==> src/rtl/eth_rx_multiwidth.sv <==
// eth_rx_multiwidth: post-SFD Ethernet frame receiver for 2/4/8-bit PHY symbols.
// Packs LSB-first symbols into bytes, runs the reflected CRC-32 over the whole
// frame, checks destination MAC, length and alignment, and streams the payload
// with the 4-byte FCS stripped by a 4-entry holdback buffer.
// Optional build macro: ETH_RX_STATS_EN adds saturating good/err/filtered counters.
//
// Handshake: inclk is a frame-long valid with no back-pressure (high for every
// symbol of a frame, low between frames); outclk, ethertype_outclk and done are
// single-cycle strobes with no ready - the consumer must take the data on the strobe.
module eth_rx_multiwidth #(
  parameter int IN_WIDTH  = 2,
  parameter int MIN_FRAME = 64,
  parameter int MAX_FRAME = 1518,
  parameter int CNT_WIDTH = 16
) (
  input  logic                 clk,
  input  logic                 rst,
  input  logic                 inclk,
  input  logic [IN_WIDTH-1:0]  in,
  input  logic [47:0]          local_mac,
  output logic                 outclk,
  output logic [7:0]           out,
  output logic                 ethertype_outclk,
  output logic [15:0]          ethertype_out,
  output logic                 done,
  output logic                 err,
  output logic [2:0]           err_code,
  output logic                 filtered,
  output logic [2:0]           dbg_state
`ifdef ETH_RX_STATS_EN
  ,
  output logic [CNT_WIDTH-1:0] rx_good_cnt,
  output logic [CNT_WIDTH-1:0] rx_err_cnt,
  output logic [CNT_WIDTH-1:0] rx_filt_cnt
`endif
);

  localparam int SYMS = 8 / IN_WIDTH;
  localparam logic [2:0] LAST_PHASE = 3'(SYMS - 1);
  localparam int CW = $clog2(MAX_FRAME + 2);
  localparam logic [CW-1:0] CNT_SAT = CW'(MAX_FRAME + 1);
  localparam logic [CW-1:0] CNT_MIN = CW'(MIN_FRAME);
  localparam logic [31:0] CRC_POLY    = 32'hEDB88320;
  localparam logic [31:0] CRC_RESIDUE = 32'hDEBB20E3;

  localparam logic [2:0] S_IDLE = 3'd0;
  localparam logic [2:0] S_HDR  = 3'd1;
  localparam logic [2:0] S_BODY = 3'd2;
  localparam logic [2:0] S_DROP = 3'd3;
  localparam logic [2:0] S_STAT = 3'd4;

  logic [2:0]    state;
  logic [2:0]    phase;
  logic [31:0]   crc;
  logic [CW-1:0] cnt;
  logic [7:0]    sr;
  logic [47:0]   mac_q;
  logic          m_local;
  logic          m_bcast;
  logic [7:0]    eth_hi;
  logic [7:0]    hb [4];
  logic [2:0]    hb_cnt;

  // Working values: in IDLE the first symbol is processed against fresh frame state.
  logic          fresh;
  logic [2:0]    phase_b;
  logic [31:0]   crc_b;
  logic [CW-1:0] cnt_b;
  logic [47:0]   mac_b;
  logic          mloc_b;
  logic          mbc_b;
  logic          byte_done;
  logic [7:0]    byte_nxt;
  logic [CW-1:0] cnt_inc;
  logic          is_dst;
  logic [2:0]    hdr_idx;
  logic [7:0]    mac_byte;
  logic          mloc_n;
  logic          mbc_n;
  logic [31:0]   crc_n;
  logic [2:0]    end_code;

  assign dbg_state = state;

  // Bit-serial reflected CRC-32 over one symbol, earliest bit first.
  function automatic logic [31:0] crc_upd(input logic [31:0] c, input logic [IN_WIDTH-1:0] d);
    logic [31:0] r;
    r = c;
    for (int i = 0; i < IN_WIDTH; i++) begin
      r = (r >> 1) ^ (((r[0] ^ d[i]) == 1'b1) ? CRC_POLY : 32'h0);
    end
    return r;
  endfunction

  // Symbol packing, CRC, header compare and end-of-frame status decode.
  always_comb begin
    fresh     = (state == S_IDLE);
    phase_b   = fresh ? 3'd0 : phase;
    crc_b     = fresh ? 32'hFFFFFFFF : crc;
    cnt_b     = fresh ? '0 : cnt;
    mac_b     = fresh ? local_mac : mac_q;
    mloc_b    = fresh | m_local;
    mbc_b     = fresh | m_bcast;
    byte_done = (phase_b == LAST_PHASE);
    byte_nxt  = 8'({in, sr} >> IN_WIDTH);
    cnt_inc   = (cnt_b == CNT_SAT) ? cnt_b : cnt_b + 1'b1;
    is_dst    = (cnt_b < CW'(6));
    hdr_idx   = cnt_b[2:0];
    mac_byte  = 8'h00;
    case (hdr_idx)
      3'd0:    mac_byte = mac_b[47:40];
      3'd1:    mac_byte = mac_b[39:32];
      3'd2:    mac_byte = mac_b[31:24];
      3'd3:    mac_byte = mac_b[23:16];
      3'd4:    mac_byte = mac_b[15:8];
      3'd5:    mac_byte = mac_b[7:0];
      default: mac_byte = 8'h00;
    endcase
    mloc_n = mloc_b & (byte_nxt == mac_byte);
    mbc_n  = mbc_b & (byte_nxt == 8'hFF);
    crc_n  = crc_upd(crc_b, in);
    if (phase != 3'd0)            end_code = 3'd4;
    else if (cnt == CNT_SAT)      end_code = 3'd3;
    else if (cnt < CNT_MIN)       end_code = 3'd2;
    else if (crc != CRC_RESIDUE)  end_code = 3'd1;
    else                          end_code = 3'd0;
  end

  // Frame FSM, byte counting, holdback buffer and registered outputs.
  always_ff @(posedge clk) begin
    if (rst) begin
      state            <= S_IDLE;
      phase            <= '0;
      crc              <= 32'hFFFFFFFF;
      cnt              <= '0;
      sr               <= '0;
      mac_q            <= '0;
      m_local          <= 1'b0;
      m_bcast          <= 1'b0;
      eth_hi           <= '0;
      hb_cnt           <= '0;
      for (int i = 0; i < 4; i++) hb[i] <= '0;
      outclk           <= 1'b0;
      out              <= '0;
      ethertype_outclk <= 1'b0;
      ethertype_out    <= '0;
      done             <= 1'b0;
      err              <= 1'b0;
      err_code         <= '0;
      filtered         <= 1'b0;
    end else begin
      outclk           <= 1'b0;
      ethertype_outclk <= 1'b0;
      done             <= 1'b0;
      // Frame start; a symbol arriving during STAT opens the frame but is itself lost.
      if (inclk && (state == S_IDLE || state == S_STAT)) begin
        state    <= S_HDR;
        phase    <= '0;
        crc      <= 32'hFFFFFFFF;
        cnt      <= '0;
        mac_q    <= local_mac;
        m_local  <= 1'b1;
        m_bcast  <= 1'b1;
        hb_cnt   <= '0;
        err      <= 1'b0;
        err_code <= '0;
        filtered <= 1'b0;
      end
      if (inclk && state != S_STAT) begin
        phase <= byte_done ? 3'd0 : phase_b + 3'd1;
        crc   <= crc_n;
        sr    <= byte_nxt;
        if (byte_done) begin
          cnt <= cnt_inc;
          if (fresh || state == S_HDR) begin
            if (is_dst) begin
              m_local <= mloc_n;
              m_bcast <= mbc_n;
            end
            if (cnt_b == CW'(5) && !mloc_n && !mbc_n) filtered <= 1'b1;
            if (cnt_b == CW'(12)) eth_hi <= byte_nxt;
            if (cnt_b == CW'(13)) begin
              ethertype_out    <= {eth_hi, byte_nxt};
              ethertype_outclk <= 1'b1;
              state            <= filtered ? S_DROP : S_BODY;
            end
          end else if (state == S_BODY) begin
            if (cnt_inc == CNT_SAT) begin
              state <= S_DROP;
            end else if (hb_cnt == 3'd4) begin
              out    <= hb[0];
              outclk <= 1'b1;
              hb[0]  <= hb[1];
              hb[1]  <= hb[2];
              hb[2]  <= hb[3];
              hb[3]  <= byte_nxt;
            end else begin
              hb[hb_cnt[1:0]] <= byte_nxt;
              hb_cnt          <= hb_cnt + 3'd1;
            end
          end
        end
      end else if (!inclk && (state == S_HDR || state == S_BODY || state == S_DROP)) begin
        state    <= S_STAT;
        done     <= 1'b1;
        err      <= (end_code != 3'd0);
        err_code <= end_code;
        hb_cnt   <= '0;
      end else if (state == S_STAT && !inclk) begin
        state <= S_IDLE;
      end
    end
  end

`ifdef ETH_RX_STATS_EN
  // Saturating per-frame counters, classified on the done cycle.
  always_ff @(posedge clk) begin
    if (rst) begin
      rx_good_cnt <= '0;
      rx_err_cnt  <= '0;
      rx_filt_cnt <= '0;
    end else if (done) begin
      if (err) begin
        if (rx_err_cnt != '1) rx_err_cnt <= rx_err_cnt + 1'b1;
      end else if (filtered) begin
        if (rx_filt_cnt != '1) rx_filt_cnt <= rx_filt_cnt + 1'b1;
      end else begin
        if (rx_good_cnt != '1) rx_good_cnt <= rx_good_cnt + 1'b1;
      end
    end
  end
`else
  // Counter width only matters when the statistics counters are built.
  if (CNT_WIDTH < 1) begin : g_no_stats
  end
`endif

endmodule

==> config.mk <==
export PLATFORM = sky130hd
export DESIGN_NAME = eth_rx_multiwidth
export DESIGN_NICKNAME = d
export VERILOG_FILES = /design/src/rtl/eth_rx_multiwidth.sv
export SDC_FILE = /design/constraint.sdc
export NUM_CORES = 1
export LEC_CHECK = 0
export BUFFER_PORTS_ARGS = -buffer_cell sky130_fd_sc_hd__buf_2
export CORE_ASPECT_RATIO = 1.75
export CORE_MARGIN = 2
export CORE_UTILIZATION = 60
export CTS_CLUSTER_SIZE = 24
export DETAILED_ROUTE_END_ITERATION = 16
export HOLD_SLACK_MARGIN = 0.05
export PLACE_DENSITY_LB_ADDON = 0.08
export SKIP_CTS_REPAIR_TIMING = 1
export SLEW_MARGIN = 20
export SYNTH_ARGS = -nofsm -noshare
export SYNTH_HDL_FRONTEND = slang
export SYNTH_SLANG_ARGS = --single-unit
==> constraint.sdc <==
create_clock -name clk -period 5.9 [get_ports clk]
set_clock_uncertainty 0.2 [all_clocks]
set_input_delay 0.59 -clock clk [delete_from_list [all_inputs] [get_ports clk]]
set_output_delay 0.59 -clock clk [all_outputs]
set_load 0.05 [all_outputs]
**Word level (Yosys, flattened, before mapping)**

Memories as Yosys holds them, arrays and structs flattened. A register that Yosys moved wholly into a read port is not among the register bits.
Index checks and enable logic that the tools add are counted.

- Add/sub/neg operators: 3
- $lt $le $gt $ge: 2
- Eq/ne operators: 21
- Multiplexer cells: 86
- Bitwise operators: 16
- Reduce and logical (&&, ||, !) cells: 24

Operators with widths:

| operator | count |
|---|---|
| 2-to-1 mux 32 bit | 5 |
| 2-to-1 mux 3 bit | 25 |
| XOR 31 x 32 -> 32 bit | 2 |
| 2-to-1 mux 11 bit | 5 |
| 2-to-1 mux 48 bit | 1 |
| case mux 8 bit (6 select lines) | 1 |
| 2-to-1 mux 1 bit | 41 |
| 2-to-1 mux 8 bit | 5 |
| equality test 11 bit (second input constant) | 3 |
| != test 32 bit (second input constant) | 1 |
| equality test 11 x 4 -> 1 bit (second input constant) | 2 |
| equality test 3 x 2 -> 1 bit (second input constant) | 5 |
| equality test 3 bit (second input constant) | 4 |
| adder 11 x 1 -> 11 bit (second input constant) | 1 |
| equality test 11 x 3 -> 1 bit (second input constant) | 1 |
| less-than comparator 11 x 3 -> 1 bit (second input constant) | 1 |
| less-than comparator 11 x 7 -> 1 bit (second input constant) | 1 |
| equality test 8 bit | 1 |
| equality test 8 bit (second input constant) | 1 |
| AND reduction 4 bit | 2 |
| OR reduction 8 bit | 1 |
| adder 3 x 1 -> 3 bit (second input constant) | 2 |
| equality test 3 x 1 -> 1 bit (second input constant) | 2 |
| logical AND 1 bit | 6 |
| 14 further kinds | 33 |

- Flip-flop bits (word level): 142
- Memory bits (writable): 32
- Logic and storage cells: 170
- Memories kept: 1

Memories:

| memory | depth | width | rd ports | clocked after memory_dff | write ports | line | source |
|---|---|---|---|---|---|---|---|
| hb | 4 | 8 | 4 | 1 | 4 | 61 | `logic [7:0] hb [4];` |

**Logic depth before layout (Yosys ltp)**

Gate-level depths: netlist of the first run.

- Word-level depth: 14
- Depth in mapped cells: 13
- Depth with buffers taken out: 9

**Worst setup path after synthesis of the first run**

OpenSTA, ideal clock, no wires.

- Kind: reg-to-reg
- From: register state[1] (netlist: dbg_state[1])
- To: register ethertype_out[13]
- Library setup time: 0.128 ns
- Arrival time: 3.389 ns
- Required time: 5.572 ns
- Slack: 2.183 ns
- Cell stages (with the launch flop): 14
- Buffers on the path: 4
- Cell sequence: dfxtp_1 > clkbuf_1 > or3_1 > clkbuf_1 > clkbuf_1 > and2_1 > ha_1 > nand2_1 > a2111o_1 > or2_1 > nor2_2 > buf_4 > mux2i_1 > nor2_1

- Longest elaborated chain between the ends: 4
- Elaborated cells on any way between the ends: 10
- Classes of those cells: eq/ne: 4; mux: 2; reduce/logical: 4

RTL lines:

| item | line | source |
|---|---|---|
| start: declaration | 52 | `logic [2:0] state;` |
| start signal: assignment | 185 | `state <= filtered ? S_DROP : S_BODY;` |
| zero test 3 bit | 97 | `fresh = (state == S_IDLE);` |
| 2-to-1 mux 11 bit or 2-to-1 mux 3 bit (tied branches) | 100, 98 |  |
| equality test 11 x 4 -> 1 bit or equality test 3 x 2 -> 1 bit (tied branches) | 182, 104 |  |
| AND reduction 4 bit (no line) (*) | n/a |  |
| end signal: assignment | 183 | `ethertype_out <= {eth_hi, byte_nxt};` |
| end: declaration | 24 | `output logic [15:0] ethertype_out,` |

Every way passes the cells marked *; elsewhere a longest branch is shown, timed or not.
A chain may end at the register's enable or synchronous reset.

**Worst setup path after layout of the first run**

- From: register state[2] (netlist: dbg_state[2])
- To: register eth_hi[2]

- Longest elaborated chain between the ends: 4
- Elaborated cells on any way between the ends: 10
- Classes of those cells: eq/ne: 4; mux: 2; reduce/logical: 4

RTL lines:

| item | line | source |
|---|---|---|
| zero test 3 bit | 97 |  |
| 2-to-1 mux 11 bit or 2-to-1 mux 3 bit (tied branches) | 100, 98 |  |
| equality test 11 x 4 -> 1 bit or equality test 3 x 2 -> 1 bit (tied branches) | 181, 104 |  |
| AND reduction 4 bit (no line) (*) | n/a |  |
| end signal: assignment | 181 | `if (cnt_b == CW'(12)) eth_hi <= byte_nxt;` |
| end: declaration | 60 | `logic [7:0] eth_hi;` |

Marks and branches as above.

==> results of run 1 <==
==> metal layers <==
metal	track usage, %	share of wire [%]	wire length, um	vias to the layer above
met5	0	0	0	-
met4	15.6	4.3	894	0
met3	4.17	4.7	976	48
met2	51.9	54	11300	210
met1	30.9	37	7740	3319
li1	-	-	-	3435
==> power by group <==
part | internal, mW | switching (mW) | total [mW]
Clock | 0.724 | 0.515 | 1.24
Sequential | 1.29 | 0.0330 | 1.33
Combinational | 0.0810 | 0.135 | 0.216
==> sequential cells by signal (all words and copies together), names as in the netlist, 6 cells and up <==
signal / count
mac_q: 48
crc: 32
hb: 32
ethertype_out: 16
cnt: 11
eth_hi: 8
out: 8
sr: 6
==> critical path, stage by stage (launching register included) <==
cell and delay (ps):
dfxtp_1 600, or3_1 850, and2_1 250, ha_1 200, nand2_1 120, a2111o_1 350
or2_1 300, nor4b_4 620, mux2i_1 270, nor2_1 60
==> path summary, 6_finish.rpt <==
kind	start	endpoint	slack, ps	cells past startpoint
worst min-delay path	local_mac[6]	mac_q[6]	190	3
worst max register to register	dbg_state[2]	eth_hi[2]	1940	9
worst min register to register	mac_q[29]	mac_q[29]	250	2
worst max-delay path	dbg_state[2]	eth_hi[2]	1940	9
==> cells in the final DEF (no fill, tap or decap), types with 5 or more instances in the layout <==
master       n
mux2i_1     63
nor2_1      74
o21ai_0     12
nand2_1    197
nor4_1       7
clkbuf_16   17
a21oi_1     96
xnor2_1     32
edfxtp_1    32
nand4_1      8
nor3_1      17
or3_1        7
buf_4        9
xor2_1      16
a31oi_1      7
buf_2       86
o21ai_1     18
and3_1      11
nand2b_1     7
nand3_1     24
dfxtp_1    148
inv_1       14
o22ai_1     18
ha_1         5
==> synth_stat cells, drive strengths merged, types with 5 or more instances <==
| master | instances | area (um^2) |
|---|---|---|
| dfxtp | 148 | 2960 |
| buf | 17 | 85.1 |
| nor2 | 77 | 294 |
| nand4 | 9 | 62.6 |
| nand3 | 24 | 120 |
| o22ai | 18 | 113 |
| nand2b | 7 | 43.8 |
| and3 | 11 | 68.8 |
| mux2i | 63 | 631 |
| nand2 | 198 | 746 |
| a21oi | 96 | 480 |
| nor3 | 19 | 111 |
| nor4 | 7 | 43.8 |
| or3 | 7 | 43.8 |
| a31oi | 7 | 43.8 |
| xor2 | 16 | 140 |
| edfxtp | 32 | 961 |
| clkbuf | 57 | 214 |
| a211oi | 5 | 47.5 |
| xnor2 | 33 | 297 |
| o21ai | 31 | 159 |
| ha | 5 | 62.6 |
| inv | 16 | 60.1 |
==> final cells by class <==
type | instances | area (um^2) | share of cell area [%]
multi-input cells | 697 | 4140 | 43.6
flip-flops and latches | 180 | 3920 | 41.4
clock inverters | 14 | 211 | 2.23
well taps | 177 | 221 | 2.34
repair buffers | 95 | 498 | 5.25
inverters | 17 | 63.8 | 0.673
clock buffers | 18 | 429 | 4.53
==> cell families (layout without fill, tap and decap cells) <==
kind of cell | count (synthesis) | in the layout | synth area share (%)
fa+ha+maj | 5 | 5 | 0.745
flops | 180 | 180 | 46.7
buf+inv | 91 | 144 | 4.32
xor+xnor | 49 | 49 | 5.20
simple gates | 381 | 381 | 20.3
compound gates | 191 | 191 | 13.6
mux | 71 | 71 | 9.12
==> through the flow <==
| step | hold WS (ps) | cell area (um^2) |
|---|---|---|
| finish | 186 | 9480 |
| global route | 194 | 9480 |
| CTS | 182 | 9470 |
| detailed placement | 244 | 8830 |
| global placement | 240 | 8830 |
| floorplan | 232 | 8400 |
==> impl_results.md, run 1 <==
* Total nets after synthesis at 1,026
* Synthesis Warnings at 0
* Async set-reset flop share out of synthesis at 0%
* Total power divided by cell area at ~290 mW/mm^2
* Iteration-0 DRC count of the detailed router at 508
* Crit path kind: flop to flop
* Antenna viol nets, final at 0
* RSZ-0062 raised after global routing: no
* Data arrival time at the worst-slack endpoint at 4050 ps
* Total Die Area at roughly 0.015 mm^2
* Post-synthesis cell count at 968
* Fill cell count at ~1,200
* Fraction of the cycle the final worst path needs at between 60% and 70%
* Data required time at the worst endpoint at 5990 ps
* Wire length of the first global-routing pass at roughly 33,000 um
* Number of synthesized flops with an enable pin at 32
* Average detailed-routed wire length per instance at 17.4 um
* Std-Cell Core Area at 0.0138 mm^2
* Total standard cell area after synthesis at 0.00840 mm^2
* Number of library cell types mapped by synthesis at just over 70
* Max Cap Violations at 0
* Highest clock rate at 0.253 GHz
* Floorplan die height at about 160 um
* RD Place Congestion at 0.906
* Overall routed net length at 20,900 um
* Clock transition at path regs at 80 ps
* Number of remaining DRC errors at 0
* Top-Level Pins at 88
* Diode count at 0
* CTS Root Cell: clkbuf_16
* Crit. End Element: flop
* Utilization after layout at 68.9%
* Sum of internal, switching and leakage power at approximately 2.8 mW
* Maximum number of pins on one net before global-route repair at 70
* Ys flop type: dfxtp_1
* Total number of vias at 7,012
* Final sum of negative setup slack at 0 ps
* Area Growth Syn to Fin at 13.0%
* Floorplan row count at 57
* Class of the tightest hold or removal check: primary input to flop
* Detail Placement HPWL at 14,100 um
* FF+latch count, synth at 180
* Transition at the pin with the smallest max-transition slack at approximately 1100 ps
* Setup violations, final at 0
* TritonCTS clock tree: built
* Proportion of layout cells with a drive suffix above 1 at roughly 15%
* Total number of H-tree levels at 4
* Net count reported at finish at 1,066
* Worst Setup Start Kind: flop
* Worst slew margin relative to its limit at 29.4%
* Status: finished, final reports clean
* Latest clock arrival within the worst-skew pair at 430 ps
* Leakage power total at 3.46 nW
* Number of sinks on the clock net at 180
* Clock period minus final worst setup slack at a little under 4000 ps
* Maximum fanout count along the critical path at 27
* GRT Total Usage at 28.5%
* Initial antenna violation count at 0
* Overall die width at 93.4 um
* Hold Violations, Final at 0
* IR Drop Worst-Case VDD at 0.000250 V
* Post-place setup slack at 1740 ps
* Number of buffers inserted during clock tree synthesis at 17
* Average via count per standard cell at 5.85
* Post-route non-filler standard cell count at approximately 1,200
* Part of the Yosys area used for sequential elements at about 47%
* Final count of pins violating max slew at 0
* Cells after DPL at 1,166
* Effective utilization at floorplan at 61.0%
* GR Overflow Total at 0
* Worst Slack Setup Final at 1940 ps
* Avg Cell Area, Syn at between 8 and 9 um^2
* Maximum count of clock buffers along a single path at 2
* Via count of the first global-routing pass at about 6,800
* Port-buffer cells at 87
* Number of iterations in the first detailed-routing pass at 5
Power figures use the tool's default switching activity.
==> run 2, diff against run 1 <==
--- a/config.mk
+++ b/config.mk
@@ -5,10 +5,11 @@
 export SDC_FILE = /design/constraint.sdc
 export NUM_CORES = 1
 export LEC_CHECK = 0
+export ABC_AREA = 1
 export BUFFER_PORTS_ARGS = -buffer_cell sky130_fd_sc_hd__buf_2
 export CORE_ASPECT_RATIO = 1.75
 export CORE_MARGIN = 2
-export CORE_UTILIZATION = 60
+export CORE_UTILIZATION = 53
 export CTS_CLUSTER_SIZE = 24
 export DETAILED_ROUTE_END_ITERATION = 16
 export HOLD_SLACK_MARGIN = 0.05
==> constraint.sdc (replaced) <==
create_clock -name clk -period 3.3 [get_ports clk]
set_clock_uncertainty 0.2 [all_clocks]
set_input_delay 0.33 -clock clk [delete_from_list [all_inputs] [get_ports clk]]
set_output_delay 0.33 -clock clk [all_outputs]
set_load 0.05 [all_outputs]
==> run 2 against run 1 <==
  * Via count rose by 14%
  * Critical path depth grew 5
  * Core utilization down 5.1 points
  * Sequential power up 80%
  * Largest cell class is now flip-flops and latches
  * Largest power group unchanged
  * Highest routed layer unchanged
==> impl_results.md, run 2 <==
* Status: finished, final reports clean
* Clock transition at path regs at 70 ps (about the same)
* Total Die Area at 0.0170 mm^2 (+14%)
* Area Growth Syn to Fin at 18.5%
* Initial antenna violation count at 0 (unchanged)
* GR Overflow Total at 0 (unchanged)
* Area taken by multi-input logic gates at 0.00378 mm^2 (-8.6%)
* RSZ-0062 raised after global routing: yes
* Standard cell with the maximum stage delay on the critical path: nor2_4
* Fraction of the cycle the final worst path needs at 95.3% (+28 points)
* Capture point of the worst reg-to-reg path: hb[3][3]
* Number of sinks on the clock net at 180 (unchanged)
* Overall routed net length at 22,300 um (+6.9%)
* Average via count per standard cell at 5.43 (-7.2%)
* Area taken by flip-flops and latches at 0.00393 mm^2 (about the same)
* Std-Cell Core Area at 0.0157 mm^2 (+14%)
* Total number of vias at 8,004 (+14%)
* Diode count at 0 (unchanged)
* Worst Slack Setup Final at 157 ps (-1780 ps)
* Post-place setup slack at 220 ps (-1520 ps)
* Final standard cell area without fillers at 0.0100 mm^2 (+5.7%)
* Number of buffers inserted during clock tree synthesis at 17 (unchanged)
* Via count of the first global-routing pass at 7,422 (+9.8%)
* Avg Cell Area, Syn at 7.27 um^2 (-16%)
* Placed instance area at 0.00903 mm^2 (+2.3%)
* Crit path kind: flop to flop
* Latest clock arrival within the worst-skew pair at 440 ps (about the same)
* Largest registers in the final layout: mac_q x48, crc x32, hb x32
* Worst Hold Path EP: mac_q[13]
* IR Drop Worst-Case VDD at 0.000364 V (+45%)
* Leakage power total at 4.43 nW (+28%)
* Data arrival time at the worst-slack endpoint at 3050 ps (-1000 ps)
* TritonCTS clock tree: built
* Total power divided by cell area at 510 mW/mm^2 (+74%)
* Hold Violations, Final at 0 (unchanged)
* Crit. End Element: flop
* Total standard cell area after synthesis at 0.00846 mm^2 (+0.77%)
* Effective utilization at floorplan at 53.8% (-7.2 points)
* Average detailed-routed wire length per instance at 15.2 um (-13%)
* Part of the Yosys area used for sequential elements at 46.4% (-0.36 points)
* Detail Placement HPWL at 15,400 um (+8.9%)
* Slack of the worst reg-to-reg path at 160 ps (-1780 ps)
* Number of synthesized flops with an enable pin at 32 (unchanged)
* Worst slew margin relative to its limit at 48.3% (+19 points)
* Class of the tightest hold or removal check: primary input to flop
* GRT Total Usage at 25.9% (-2.5 points)
* Longest individual stage delay on the worst path at 490 ps (-360 ps)
* RD Place Congestion at 0.980 (+8.3%)
* Synthesis Warnings at 0 (unchanged)
* Post-synthesis cell count at 1,163 (+20%)
* Series of cell instances along the critical path: inv_1 > nand2_1 > nor2_4 > nor2_1 > nand3_1 > nand3_1 > nor2_1 > nand2_1 > nor2_1 > nand2_2 > nand4_2 > nand2_1 > inv_2 > nand2_1
* Top post-synthesis cells by area: dfxtp_1 35%, nand2_1 11%, edfxtp_1 11%
* Iteration-0 DRC count of the detailed router at 508 (unchanged)
* Reg-to-reg critical path startpoint: dbg_state[0]
* Floorplan row count at 61 (+7.0%)
* Wire length of the first global-routing pass at 34,900 um (+4.6%)
* Async set-reset flop share out of synthesis at 0% (unchanged)
* Maximum number of pins on one net before global-route repair at 58 (-17%)
* Most common cell after layout, fill and taps aside: nand2_1
* Area share of the largest cell type after synthesis at 35.0% (-0.27 points)
* Cell type with the highest aggregate area in the netlist: dfxtp_1
* Path depth of the worst reg2reg path at 14 (+5)
* Library cell with the highest instance count after synthesis: nand2_1
* Highest clock rate at 0.318 GHz (+26%)
* Top-Level Pins at 88 (unchanged)
* Largest register FFs at 48 (unchanged)
* Setup violations, final at 0 (unchanged)
* Sum of internal, switching and leakage power at 5.11 mW (+84%)
* Port-buffer cells at 87 (unchanged)
* Total nets after synthesis at 1,221 (+19%)
* Fill cell count at 1,427 (+23%)
* Hold path startpoint: local_mac[13]
* Data required time at the worst endpoint at 3210 ps (-2780 ps)
* Floorplan die height at 171 um (+6.6%)
* Ys flop type: dfxtp_1
* Number of iterations in the first detailed-routing pass at 5 (unchanged)
* Number of remaining DRC errors at 0 (unchanged)
* CTS Root Cell: clkbuf_16
* Largest register by flop count: mac_q
* Transition at the pin with the smallest max-transition slack at 773 ps (-282 ps)
* Maximum count of clock buffers along a single path at 2 (unchanged)
* Proportion of layout cells with a drive suffix above 1 at 13.4% (-1.3 points)
* Number of library cell types mapped by synthesis at 44 (-39%)
* Max Cap Violations at 0 (unchanged)
* Total number of H-tree levels at 4 (unchanged)
* Maximum fanout count along the critical path at 23 (-15%)
* Most frequent cells after synthesis: 258 x nand2_1, 148 x dfxtp_1, 132 x o21ai_0
* Instance count along the most critical hold path at 3 (unchanged)
* Worst Setup Start Kind: flop
* FF+latch count, synth at 180 (unchanged)
* Antenna viol nets, final at 0 (unchanged)
* Overall die width at 99.5 um (+6.5%)
* Final count of pins violating max slew at 0 (unchanged)
* CP dominant cell by count: nand2_1
* Clock period minus final worst setup slack at 3140 ps (-815 ps)
* Net count reported at finish at 1,329 (+25%)
* Commonest non-fill, non-tap cells in the layout: 258 x nand2_1, 145 x dfxtp_1, 132 x o21ai_0
==> run 2: worst max-delay path, delay by kind of cell (launching register included) <==
family	cells	cell delay, ps
AND/OR/NAND/NOR	12	1970
flip-flops	1	350
buffers and inverters	2	290
==> run 2: worst max-delay path by stage <==
stage                       startpoint       end  cells past startpoint
after floorplan           dbg_state[0]  hb[1][0]                     16
after global routing      dbg_state[0]  hb[1][6]                     14
after global placement    dbg_state[0]  hb[1][2]                     10
final                     dbg_state[0]  hb[3][3]                     14
after CTS                 dbg_state[0]  hb[1][1]                     14
after detailed placement  dbg_state[0]  hb[1][2]                     10
==> run 2: area by class of cell <==
| type | count | share of cell area (%) |
|---|---|---|
| inverter | 137 | 5.13 |
| tap | 189 | 2.36 |
| clock buffer | 17 | 4.24 |
| multi-input combinational | 792 | 37.7 |
| sequential | 180 | 39.2 |
| clock inverter | 15 | 1.95 |
| timing repair buffer | 143 | 9.46 |
==> run 2: power breakdown <==
group | switching, mW | total, mW | leakage, nW | internal [mW]
Sequential | 0.0588 | 2.40 | 1.52 | 2.35
Clock | 0.929 | 2.14 | 0.293 | 1.22
Combinational | 0.376 | 0.563 | 2.62 | 0.187
Total | 1.36 | 5.11 | 4.43 | 3.75
==> run 2: kinds of logic after synthesis <==
| group | synth area share, % |
|---|---|
| simple gates | 25.3 |
| compound gates | 18.2 |
| buf+inv | 9.07 |
| flops | 46.4 |
| fa+ha+maj | 0.739 |
| xor+xnor | 0.311 |
==> run 2: per-stage QoR <==
stage          instances  TNS (ps)  utilization [%]  hold slack, ps
2_1_floorplan       1163         0                -             219
3_3_place_gp        1403         0             57.4             223
3_5_place_dp        1403         0             57.4             228
4_1_cts             1435         0             61.4           -71.7
5_1_grt             1473      -563             63.8            43.8
6_report            1473         0             63.8            6.97
==> run 2: metal layers <==
metal / vias to the layer above / wire (um) / GRT usage [%]
met4: 0 / 791 / 13.5
li1: 4058 / - / -
met5: - / 0 / 0
met2: 203 / 12000 / 48.6
met1: 3679 / 8830 / 27.5
met3: 64 / 722 / 3.88
